===== config.mk =====
export PLATFORM = sky130hd
export DESIGN_NAME = mul_issue_arbiter
export DESIGN_NICKNAME = d
export VERILOG_FILES = /design/src/rtl/mul_issue_arbiter.sv
export SDC_FILE = /design/constraint.sdc
export NUM_CORES = 1
export LEC_CHECK = 0
export BUFFER_PORTS_ARGS = -buffer_cell sky130_fd_sc_hd__clkbuf_2
export CAP_MARGIN = 40
export CORE_AREA = 5 5 175 177
export CTS_CLUSTER_SIZE = 40
export DETAILED_ROUTE_END_ITERATION = 10
export DIE_AREA = 0 0 180 182
export HOLD_SLACK_MARGIN = 0.02
export PLACE_DENSITY = 0.57
export SLEW_MARGIN = 0
export SYNTH_ARGS = -nofsm -noshare
export SYNTH_HDL_FRONTEND = slang
export SYNTH_SLANG_ARGS = --single-unit

===== constraint.sdc =====
create_clock -name clk -period 3.3 [get_ports clk]
set_input_delay 0.33 -clock clk [delete_from_list [all_inputs] [get_ports clk]]
set_output_delay 0.33 -clock clk [all_outputs]
set_load 0.05 [all_outputs]

===== src/rtl/mul_issue_arbiter.sv =====
// Round-robin issue arbiter in front of a shared, fixed-latency pipelined multiplier.
// Grants one requester per cycle, registers its operands and routes the product back by tag.
module mul_issue_arbiter #(
  parameter int unsigned WIDTH   = 32,
  parameter int unsigned NREQ    = 4,
  parameter int unsigned LATENCY = 6
) (
  input  logic                  clk,
  input  logic                  rst,
  input  logic                  enable,
  input  logic [NREQ-1:0]       req_valid,
  output logic [NREQ-1:0]       req_ready,
  input  logic [NREQ*WIDTH-1:0] req_a,
  input  logic [NREQ*WIDTH-1:0] req_b,
  output logic [WIDTH-1:0]      mul_a,
  output logic [WIDTH-1:0]      mul_b,
  input  logic [2*WIDTH-1:0]    mul_result,
  output logic [NREQ-1:0]       rsp_valid,
  output logic [2*WIDTH-1:0]    rsp_data,
  output logic                  busy
);

  localparam int unsigned IdxW = (NREQ > 1) ? $clog2(NREQ) : 1;
  localparam int unsigned CntW = $clog2(LATENCY + 2);

  typedef enum logic [1:0] {StIdle, StRun, StDrain} state_e;

  state_e          state_q, state_d;
  logic [IdxW-1:0] last_q, last_d;
  logic [WIDTH-1:0] mul_a_q, mul_a_d;
  logic [WIDTH-1:0] mul_b_q, mul_b_d;
  logic            issue_vld_q, issue_vld_d;
  logic [IdxW-1:0] issue_idx_q, issue_idx_d;
  logic [LATENCY-1:0] tag_vld_q, tag_vld_d;
  logic [IdxW-1:0] tag_idx_q [LATENCY];
  logic [IdxW-1:0] tag_idx_d [LATENCY];
  logic [CntW-1:0] cnt_q, cnt_d;

  logic            gnt_found;
  logic [IdxW-1:0] gnt_idx;
  logic [31:0]     cand;
  logic            issue;
  logic            resp_vld;
  logic [IdxW-1:0] resp_idx;
  logic [WIDTH-1:0] sel_a, sel_b;

  // Search starts one past the last winner so every requester gets a turn.
  always_comb begin
    gnt_found = 1'b0;
    gnt_idx   = '0;
    cand      = '0;
    for (int unsigned k = 1; k <= NREQ; k++) begin
      cand = (32'(last_q) + k) % NREQ;
      if (!gnt_found && req_valid[IdxW'(cand)]) begin
        gnt_found = 1'b1;
        gnt_idx   = IdxW'(cand);
      end
    end
  end

  always_comb begin
    sel_a = '0;
    sel_b = '0;
    for (int unsigned i = 0; i < NREQ; i++) begin
      if (gnt_idx == IdxW'(i)) begin
        sel_a = req_a[i*WIDTH +: WIDTH];
        sel_b = req_b[i*WIDTH +: WIDTH];
      end
    end
  end

  // Ready depends on state only, so a handshake completes even if enable drops that cycle.
  assign issue = (state_q == StRun) && gnt_found;

  always_comb begin
    req_ready = '0;
    if (issue) begin
      req_ready[gnt_idx] = 1'b1;
    end
  end

  assign resp_vld = tag_vld_q[LATENCY-1];
  assign resp_idx = tag_idx_q[LATENCY-1];

  always_comb begin
    rsp_valid = '0;
    if (resp_vld) begin
      rsp_valid[resp_idx] = 1'b1;
    end
  end

  assign rsp_data = resp_vld ? mul_result : '0;
  assign mul_a    = mul_a_q;
  assign mul_b    = mul_b_q;
  assign busy     = (state_q != StIdle) || (cnt_q != '0);

  always_comb begin
    state_d = state_q;
    case (state_q)
      StIdle:  if (enable) state_d = StRun;
      StRun:   if (!enable) state_d = StDrain;
      StDrain: begin
        if (enable) begin
          state_d = StRun;
        end else if (cnt_q == '0) begin
          state_d = StIdle;
        end
      end
      default: state_d = StIdle;
    endcase
  end

  always_comb begin
    last_d      = issue ? gnt_idx : last_q;
    mul_a_d     = issue ? sel_a : mul_a_q;
    mul_b_d     = issue ? sel_b : mul_b_q;
    issue_vld_d = issue;
    issue_idx_d = gnt_idx;
  end

  // The issue register lines the tag up with the operands; the shift then spans LATENCY cycles.
  always_comb begin
    tag_vld_d    = '0;
    tag_vld_d[0] = issue_vld_q;
    for (int k = 0; k < LATENCY; k++) begin
      tag_idx_d[k] = issue_idx_q;
    end
    for (int k = 1; k < LATENCY; k++) begin
      tag_vld_d[k] = tag_vld_q[k-1];
      tag_idx_d[k] = tag_idx_q[k-1];
    end
  end

  always_comb begin
    cnt_d = cnt_q;
    case ({issue, resp_vld})
      2'b10:   cnt_d = cnt_q + CntW'(1);
      2'b01:   cnt_d = cnt_q - CntW'(1);
      default: cnt_d = cnt_q;
    endcase
  end

  always_ff @(posedge clk or posedge rst) begin
    if (rst) begin
      state_q     <= StIdle;
      last_q      <= IdxW'(NREQ - 1);
      mul_a_q     <= '0;
      mul_b_q     <= '0;
      issue_vld_q <= 1'b0;
      issue_idx_q <= '0;
      tag_vld_q   <= '0;
      for (int k = 0; k < LATENCY; k++) begin
        tag_idx_q[k] <= '0;
      end
      cnt_q       <= '0;
    end else begin
      state_q     <= state_d;
      last_q      <= last_d;
      mul_a_q     <= mul_a_d;
      mul_b_q     <= mul_b_d;
      issue_vld_q <= issue_vld_d;
      issue_idx_q <= issue_idx_d;
      tag_vld_q   <= tag_vld_d;
      for (int k = 0; k < LATENCY; k++) begin
        tag_idx_q[k] <= tag_idx_d[k];
      end
      cnt_q       <= cnt_d;
    end
  end

endmodule


==> results of run 1 <==
-- registers in the layout, summed over array words and instances (netlist names) --
signal	cells
mul_b	32
tag_vld_q	6
state_q	2
last_q	2
issue_idx_q	2
mul_a	32
resp_idx	2
issue_vld_q	1
cnt_q	3
tag_idx_d	10
-- metrics by stage --
| stage | power [mW] | std cells | util, % | hold slack, ns | setup WS (ns) |
|---|---|---|---|---|---|
| after floorplan | 4.31 | 600 | - | 0.331 | 0.269 |
| after global placement | 5.37 | 1406 | 28.1 | 0.331 | 0.789 |
| after detailed placement | 5.40 | 1407 | 28.2 | 0.335 | 0.745 |
| after CTS | 6.68 | 1424 | 29.4 | 0.124 | 0.382 |
| after global routing | 6.97 | 1424 | 29.4 | 0.125 | 0.211 |
| final | 6.57 | 1424 | 29.4 | 0.151 | 0.462 |
-- critical path, stage by stage (launching register included) --
cell and delay (ns):
dfstp_2 0.65, and3b_1 0.19, a31oi_1 0.04, nand2_1 0.42
inv_2 0.34, nor3_1 0.22, clkbuf_2 0.31
-- cells by family after synthesis --
| group | count (synthesis) | synth area share, % |
|---|---|---|
| buffers and inverters | 67 | 5.43 |
| DFF | 92 | 42.1 |
| and+or+nand+nor | 232 | 22.6 |
| AOI/OAI and AO/OA | 203 | 28.6 |
| xor gates and xnor gates | 2 | 0.320 |
| muxes | 3 | 0.594 |
| adders and majority gates | 1 | 0.365 |
-- per-layer routing --
| layer | routed length [um] | share of wire [%] | GRT usage (%) |
|---|---|---|---|
| met1 | 10100 | 37 | 17.3 |
| met2 | 14200 | 52 | 29.1 |
| met3 | 1960 | 7.2 | 4.21 |
| met4 | 1050 | 3.9 | 7.19 |
| met5 | 0 | 0 | 0 |
-- cells in the final DEF (no fill, tap or decap), types with 3 or more instances in the layout --
cell type	synthesis	layout
and2_1	66	66
and3_1	54	54
a2bb2oi_1	6	6
nor3_1	11	11
a31oi_1	7	7
a21oi_1	3	3
nand2_1	66	66
nor2_1	12	11
dfrtp_1	90	89
bufinv_16	0	3
o221ai_1	58	58
a221oi_1	5	5
o21ai_1	54	54
clkbuf_2	0	463
clkbuf_16	0	9
o21ai_0	6	6
buf_12	0	4
a211oi_2	20	20
nand2b_1	4	4
buf_4	2	12
a211oi_1	32	32
nand3_1	10	10
inv_2	1	3
-- path summary, 6_finish.rpt --
path | slack (ns) | endpoint | depth (start not counted) | start
min | 0.15 | state_q[1] | 2 | enable
min reg2reg | 0.35 | tag_idx_d[5] | 0 | tag_idx_d[7]
min in group asynchronous | 0.56 | mul_a[31] | 3 | rst
max reg2reg | 0.87 | mul_a[17] | 5 | state_q[1]
max | 0.46 | req_ready[0] | 6 | last_q[1]
max in group asynchronous | 1.83 | mul_a[6] | 5 | rst
-- final cells by class --
type | instances | area (um2) | area share, %
repair buffers | 480 | 2500 | 29.2
well taps | 390 | 488 | 5.71
flip-flops and latches | 92 | 2310 | 27.0
clock inverters | 7 | 121 | 1.42
clock buffers | 9 | 225 | 2.63
multi-input cells | 441 | 2890 | 33.8
inverters | 5 | 21.3 | 0.249
-- what timing repair did --
| item | 4_1_cts | 5_1_grt |
|---|---|---|
| endpoints found under the hold margin | 32 | 0 |
| gates resized for setup | 0 | 0 |
| hold buffers | 1 | 0 |
-- power breakdown --
group          total [mW]  internal (mW)  leakage (nW)  switching (mW)
clock network        1.23          0.747         0.170           0.485
logic                3.53          0.953          3.11            2.58
registers            1.80           1.54          1.11           0.267
total                6.57           3.24          4.39            3.33
==> results_dict.tcl, run 1 <==
set metrics [dict create \
    grt_max_degree 73 \
    worst-endpoint-arrival_ns 2.51 \
    rsz0062_at_grt "false" \
    ioPinCount 464 \
    seq_area_frac_synth_pct 42.1 \
    startpoint_type "flop" \
    nets 1357 \
    cts_num_sinks 92 \
    port_buffers 463 \
    synth-edff-count 0 \
    netlist_area_um2 5480 \
    place.gp.congestion 0.968 \
    syn_area_per_cell_um2 9.13 \
    num_antenna_cells 0 \
    ys_async_sr_fraction_pct 100 \
    slew_headroom_pct 37.7 \
    syn2layout_area_growth_pct 56.1 \
    yosysMostFrequentCell "dfrtp_1" \
    synth_fp_nets 928 \
    clk_latency_ns 0.35 \
    hold_viol 0 \
    routed_wl_um 27300 \
    wire_per_inst_um 19.2 \
    clockBufferDepth 2 \
    antenna_found_initial 0 \
    rows 63 \
    skew_ns 0.0116 \
    drc_errors 0 \
    hpwl_um 21600 \
    drv_slew 0 \
    vias 6548 \
    die_w_um 180 \
    ys.flop_type "dfrtp_1" \
    crit_required_ns 2.97 \
    cts_tree "built" \
    grtUsageTotal_pct 15.9 \
    avgViaCountPerCell 4.60 \
    layout-drive-gt1-share_pct 51.4 \
    yosys.cell_types.count 46 \
    cts_buffers 9 \
    place_area_um2 8200 \
    post_cts_buffers 0 \
    crit_fanout 17 \
    grt_pass1_wl_um 40900 \
    cellLeakagePower_nw 4.39 \
    dr.pass1.iters 4 \
    hold_class "in -> reg" \
    critical_path_class "reg -> out" \
    ant_nets 0 \
    yosysTopAreaCell "dfrtp_1" \
    die_area_um2 32800 \
    die_height_um 182 \
    setup_viol 0 \
    synth_area_leaders "dfrtp_1, o221ai_1, and2_1" \
    max_freq_mhz 352 \
    grt_overflow 0 \
    clkTransAtPathRegs_ns 0.07 \
    endpoint_kind "output pin" \
    drv_cap 0 \
    period_needed_ns 2.84 \
    status "finished, final reports clean" \
    setup_tns_ns 0 \
    power_density_nw_per_um2 768 \
    netlist_instances 600 \
    drtIter0Drc 193 \
    ys_warn_count 0 \
    worst_slew_pin_slew_ns 0.927 \
    fillCellCount 3186 \
    first_global_vias 7134 \
    ctsRootBufferMaster "clkbuf_16" \
    synth_top_cell_area_share_pct 41.1 \
    max-vdd-ir-drop_v 0.000279 \
    core_um2 29100 \
    start_util_pct 18.8 \
    synth_seq_cells 92 \
    final_cell_area_um2 8550 \
    htreeDepth 3 \
    ys_top_cells_by_count "dfrtp_1, and2_1, nand2_1, o221ai_1" \
    period_share_pct 86.0 \
]
(Power assumes the default switching activity.)
==> run 2, diff against run 1 <==
Settings changed: ABC_AREA set to 1, CORE_AREA 5 5 175 177 to 5 5 176 178, DIE_AREA 0 0 180 182 to 0 0 181 183, PLACE_DENSITY 0.57 to 0.61, SETUP_SLACK_MARGIN set to 0.02.
==> results_dict.tcl, run 2 <==
set metrics [dict create \
    status "finished, final reports clean" \
    clk_latency_ns 0.36 \
    ys_warn_count 0 \
    drc_errors 0 \
    skew_ns 0.0168 \
    syn_area_per_cell_um2 6.07 \
    drv_cap 0 \
    avgViaCountPerCell 4.40 \
    seq_area_frac_synth_pct 33.7 \
    grt_overflow 0 \
    period_needed_ns 2.93 \
    netlist_instances 1127 \
    synth_seq_cells 92 \
    slew_headroom_pct 54.6 \
    rows 63 \
    max_freq_mhz 342 \
    drtIter0Drc 451 \
    synth_fp_nets 1455 \
    hold_class "in -> reg" \
    cellLeakagePower_nw 6.45 \
    whs_ns 0.165 \
    period_share_pct 88.7 \
    hold_depth 2 \
    startpoint_type "flop" \
    antenna_found_initial 3 \
    syn2layout_area_growth_pct 45.1 \
    setup_viol 0 \
    endpoint_kind "output pin" \
    yosysTopAreaCell "dfrtp_1" \
    die_height_um 183 \
    synth-edff-count 0 \
    fillCellCount 3274 \
    final_cell_area_um2 9920 \
    layout_commonest_cell "nand2_1" \
    core_um2 29200 \
    synth_area_leaders "dfrtp_1, nand2_1, inv_1" \
    layout_common_cells "nand2_1, clkbuf_2, inv_1" \
    power.total_mw 12.2 \
    clkTransAtPathRegs_ns 0.07 \
    ant_nets 0 \
    synth_top_cell_area_share_pct 32.9 \
    grt_pass1_wl_um 46200 \
    routed_wl_um 30700 \
    hpwl_um 24300 \
    clockBufferDepth 2 \
    grtUsageTotal_pct 17.6 \
    power_density_nw_per_um2 1230 \
    finalWorstSetupSlack_ns 0.374 \
    ys.flop_type "dfrtp_1" \
    layout-drive-gt1-share_pct 33.9 \
    crit_fanout 15 \
    yosys.cell_types.count 31 \
    die_w_um 181 \
    nets 1889 \
    num_antenna_cells 0 \
    ioPinCount 464 \
    rr_worst_depth 15 \
    place_area_um2 9580 \
    setup_tns_ns 0 \
    netlist_area_um2 6840 \
    cts_num_sinks 92 \
    critical_path_class "reg -> out" \
    wire_per_inst_um 15.7 \
    place.gp.congestion 0.948 \
    ctsRootBufferMaster "clkbuf_16" \
    cts_buffers 9 \
    rsz0062_at_grt "false" \
    crit_required_ns 2.97 \
    dr.pass1.iters 5 \
    ys_async_sr_fraction_pct 100 \
    post_cts_buffers 0 \
    worst_slew_pin_slew_ns 0.681 \
    port_buffers 463 \
    hold_viol 0 \
    yosysMostFrequentCell "nand2_1" \
    pre_cts_ws_ns 0.618 \
    first_global_vias 8480 \
    die_area_um2 33100 \
    ys_top_cells_by_count "nand2_1, inv_1, nand3_1, dfrtp_1, nor2_1" \
    start_util_pct 23.4 \
    cts_tree "built" \
    max-vdd-ir-drop_v 0.000610 \
    worst-endpoint-arrival_ns 2.60 \
    grt_max_degree 62 \
    drv_slew 0 \
    vias 8604 \
    htreeDepth 3 \
    cts_resized 0 \
]
## run 2: cell types whose count changed in the layout (fill, tap and decap cells not counted), sizes merged, moves of 54 or more
| cell | previous run | this run |
|---|---|---|
| nor2 | 12 | 81 |
| and2 | 66 | 0 |
| and3 | 54 | 0 |
| inv | 7 | 206 |
| nand3 | 10 | 112 |
| a21boi | 3 | 64 |
| o221ai | 58 | 0 |
| nand2 | 66 | 470 |
## run 2: per-layer routing
metal | GRT usage (%) | part of all wire, % | up-vias
li1 | - | - | 4217
met1 | 21.0 | 40 | 3958
met2 | 31.6 | 50 | 383
met3 | 4.24 | 7.8 | 42
met4 | 5.13 | 2.3 | 4
met5 | 0 | 0.088 | -
## run 2: power by group
group          switching, mW  leakage, nW  internal [mW]
combinational           6.45         5.17           2.49
clock                  0.501        0.159          0.677
sequential             0.383         1.12           1.70
## run 2: per-stage QoR
step | util [%] | instances
floorplan | - | 1127
global placement | 32.8 | 1939
finish | 33.9 | 1956
global route | 33.9 | 1956
CTS | 33.9 | 1956
detailed placement | 32.8 | 1939
## run 2: worst paths after layout
| path | startpoint | end | slack (ns) |
|---|---|---|---|
| max | last_q[0] | req_ready[0] | 0.37 |
| min | enable | state_q[1] | 0.16 |
| max reg2reg | last_q[0] | mul_a[16] | 0.65 |
| min reg2reg | issue_idx_q[1] | tag_idx_d[9] | 0.35 |
| max in group asynchronous | rst | mul_b[1] | 2.04 |
| min in group asynchronous | rst | resp_idx[1] | 0.56 |
## run 2: cell families (layout without fill, tap and decap cells)
kind of cell / after synthesis / count (layout) / share of synthesized area (%)
and+or+nand+nor: 684 / 684 / 41.2
xor gates and xnor gates: 2 / 2 / 0.256
adders and majority gates: 1 / 1 / 0.293
AOI/OAI and AO/OA: 80 / 80 / 8.20
buffers and inverters: 268 / 707 / 16.4
DFF: 92 / 92 / 33.7
## run 2: cell type report
type	instances	area, um2	share of cell area, %
Timing Repair Buffer	488	2600	26.2
Clock buffer	9	225	2.27
Sequential cell	92	2310	23.2
Tap cell	390	488	4.92
Clock inverter	7	105	1.06
Multi-Input combinational cell	767	3430	34.5
Inverter	203	769	7.75
## run 2: repair_timing
action	CTS	global route
endpoints found under the setup margin	0	0
hold endpoints to repair	31	0
hold buffers	1	0
## run 2: worst max-delay path: stages (launching register included)
cell and delay [ns]:
dfstp_2 0.63, inv_4 0.08, nand2_1 0.08, nand2_2 0.06, nand2_1 0.09, a21boi_1 0.16
nand2_1 0.09, inv_2 0.08, nand2_4 0.14, inv_4 0.19, nand2_1 0.21, nor2_1 0.26
buf_12 0.17
==> run 3, diff against run 2 <==
Settings changed: REMOVE_ABC_BUFFERS set to 1.
==> results_dict.tcl, run 3 (synthesis gave the netlist of run 2 again) <==
set metrics [dict create \
    die_height_um 183 \
    drv_slew 0 \
    first_global_vias 8179 \
    cellLeakagePower_nw 6.39 \
    hold_buffers 0 \
    ioPinCount 464 \
    crit_fanout 27 \
    wire_per_inst_um 15.2 \
    core_um2 29200 \
    dp.cells 1932 \
    start_util_pct 23.4 \
    critical_path_class "reg -> out" \
    startpoint_type "flop" \
    skew_ns 0.0172 \
    fillCellCount 3251 \
    max_freq_mhz 335 \
    grt_pass1_wl_um 44800 \
    endpoint_kind "output pin" \
    layout.area.seq_um2 2310 \
    pre_cts_ws_ns 0.558 \
    htreeDepth 3 \
    crit_required_ns 2.97 \
    rows 63 \
    rsz0062_at_grt "false" \
    vias 8379 \
    cts_tree "built" \
    period_needed_ns 2.98 \
    die_area_um2 33100 \
    place_area_um2 9490 \
    cts_num_sinks 92 \
    max-vdd-ir-drop_v 0.000886 \
    die_w_um 181 \
    avgViaCountPerCell 4.30 \
    ant_nets 0 \
    layout-drive-gt1-share_pct 33.6 \
    finalWorstSetupSlack_ns 0.316 \
    cts_buffers 9 \
    grtUsageTotal_pct 17.0 \
    worst-endpoint-arrival_ns 2.65 \
    power.total_mw 11.8 \
    slew_headroom_pct 54.0 \
    status "finished, final reports clean" \
    antenna_found_initial 5 \
    syn2layout_area_growth_pct 43.3 \
    period_share_pct 90.4 \
    hold_class "in -> async" \
    multi_input_area_um2 3430 \
    hold_viol 0 \
    ctsRootBufferMaster "clkbuf_16" \
    drv_cap 0 \
    setup_viol 0 \
    clockBufferDepth 2 \
    drc_errors 0 \
    rr_worst_depth 15 \
    grt_overflow 0 \
    drtIter0Drc 333 \
    nets 1881 \
    place.gp.congestion 0.901 \
    worst_slew_pin_slew_ns 0.690 \
    grt_max_degree 101 \
    clkTransAtPathRegs_ns 0.08 \
    layout_common_cells "nand2_1, clkbuf_2, inv_1" \
    final_cell_area_um2 9800 \
    final_cells 1950 \
    hpwl_um 23300 \
    routed_wl_um 29600 \
    port_buffers 463 \
    clk_latency_ns 0.36 \
    power_density_nw_per_um2 1210 \
    dr.pass1.iters 7 \
]
-- run 3: cell types whose count changed in the layout (fill, tap and decap cells not counted) --
cell	previous run	this run
buf_4	20	14
buf_12	7	4
bufinv_16	2	0
clkbuf_2	460	462
diode_2	0	2
inv_8	1	3
clkinv_8	0	1
dlygate4sd3_1	1	0
inv_4	3	2
-- run 3: final cells by class --
cell class / count / share of cell area, %
tap: 390 / 4.98
multi-input combinational: 767 / 35.0
timing repair buffer: 480 / 25.5
inverter: 203 / 7.88
clock inverter: 7 / 0.766
sequential: 92 / 23.5
clock buffer: 9 / 2.30
antenna: 2 / 0.0511
-- run 3: stage by stage --
stage	util [%]	setup TNS (ns)	hold slack, ns
3_3_place_gp	32.4	0	0.332
4_1_cts	33.5	0	0.0315
3_5_place_dp	32.4	0	0.335
6_report	33.5	0	0.0139
5_1_grt	33.5	0	0.0556
2_1_floorplan	-	-41.01	0.331
-- run 3: critical path: stages, from the launching register on --
cell,delay (ns)
dfstp_2,0.64
inv_4,0.08
nand2_1,0.08
nand2_2,0.07
nand2_1,0.10
a21boi_1,0.16
nand2_1,0.09
inv_2,0.08
nand2_4,0.14
inv_6,0.23
nand2_1,0.22
nor2_1,0.13
clkbuf_2,0.29
-- run 3: final timing paths --
kind | from | end | slack, ns
worst max-delay path | last_q[0] | req_ready[0] | 0.32
worst min register to register | tag_vld_q[4] | tag_vld_q[5] | 0.34
max in group asynchronous | rst | last_q[1] | 2.58
worst max register to register | last_q[1] | mul_a[15] | 0.55
min in group clk | enable | state_q[1] | 0.15
worst min-delay path | rst | tag_idx_d[7] | 0.01
-- run 3: repair_timing --
item	CTS	global route
setup buffers	0	0
resized for setup	0	1
setup endpoints to repair	0	1
-- run 3: report_power, final --
| part | internal, mW | switching (mW) | total (mW) | leakage, nW |
|---|---|---|---|---|
| Sequential | 1.70 | 0.352 | 2.05 | 1.12 |
| Clock | 0.539 | 0.535 | 1.07 | 0.145 |
| Combinational | 2.34 | 6.38 | 8.72 | 5.12 |
-- run 3: metal layers --
metal / global-route usage, % / vias to the layer above / share of wire, %
met5: 0 / - / 0.11
met4: 4.89 / 6 / 2.0
met3: 4.58 / 33 / 7.8
met2: 31.9 / 332 / 53
met1: 18.8 / 3808 / 37
li1: - / 4200 / -
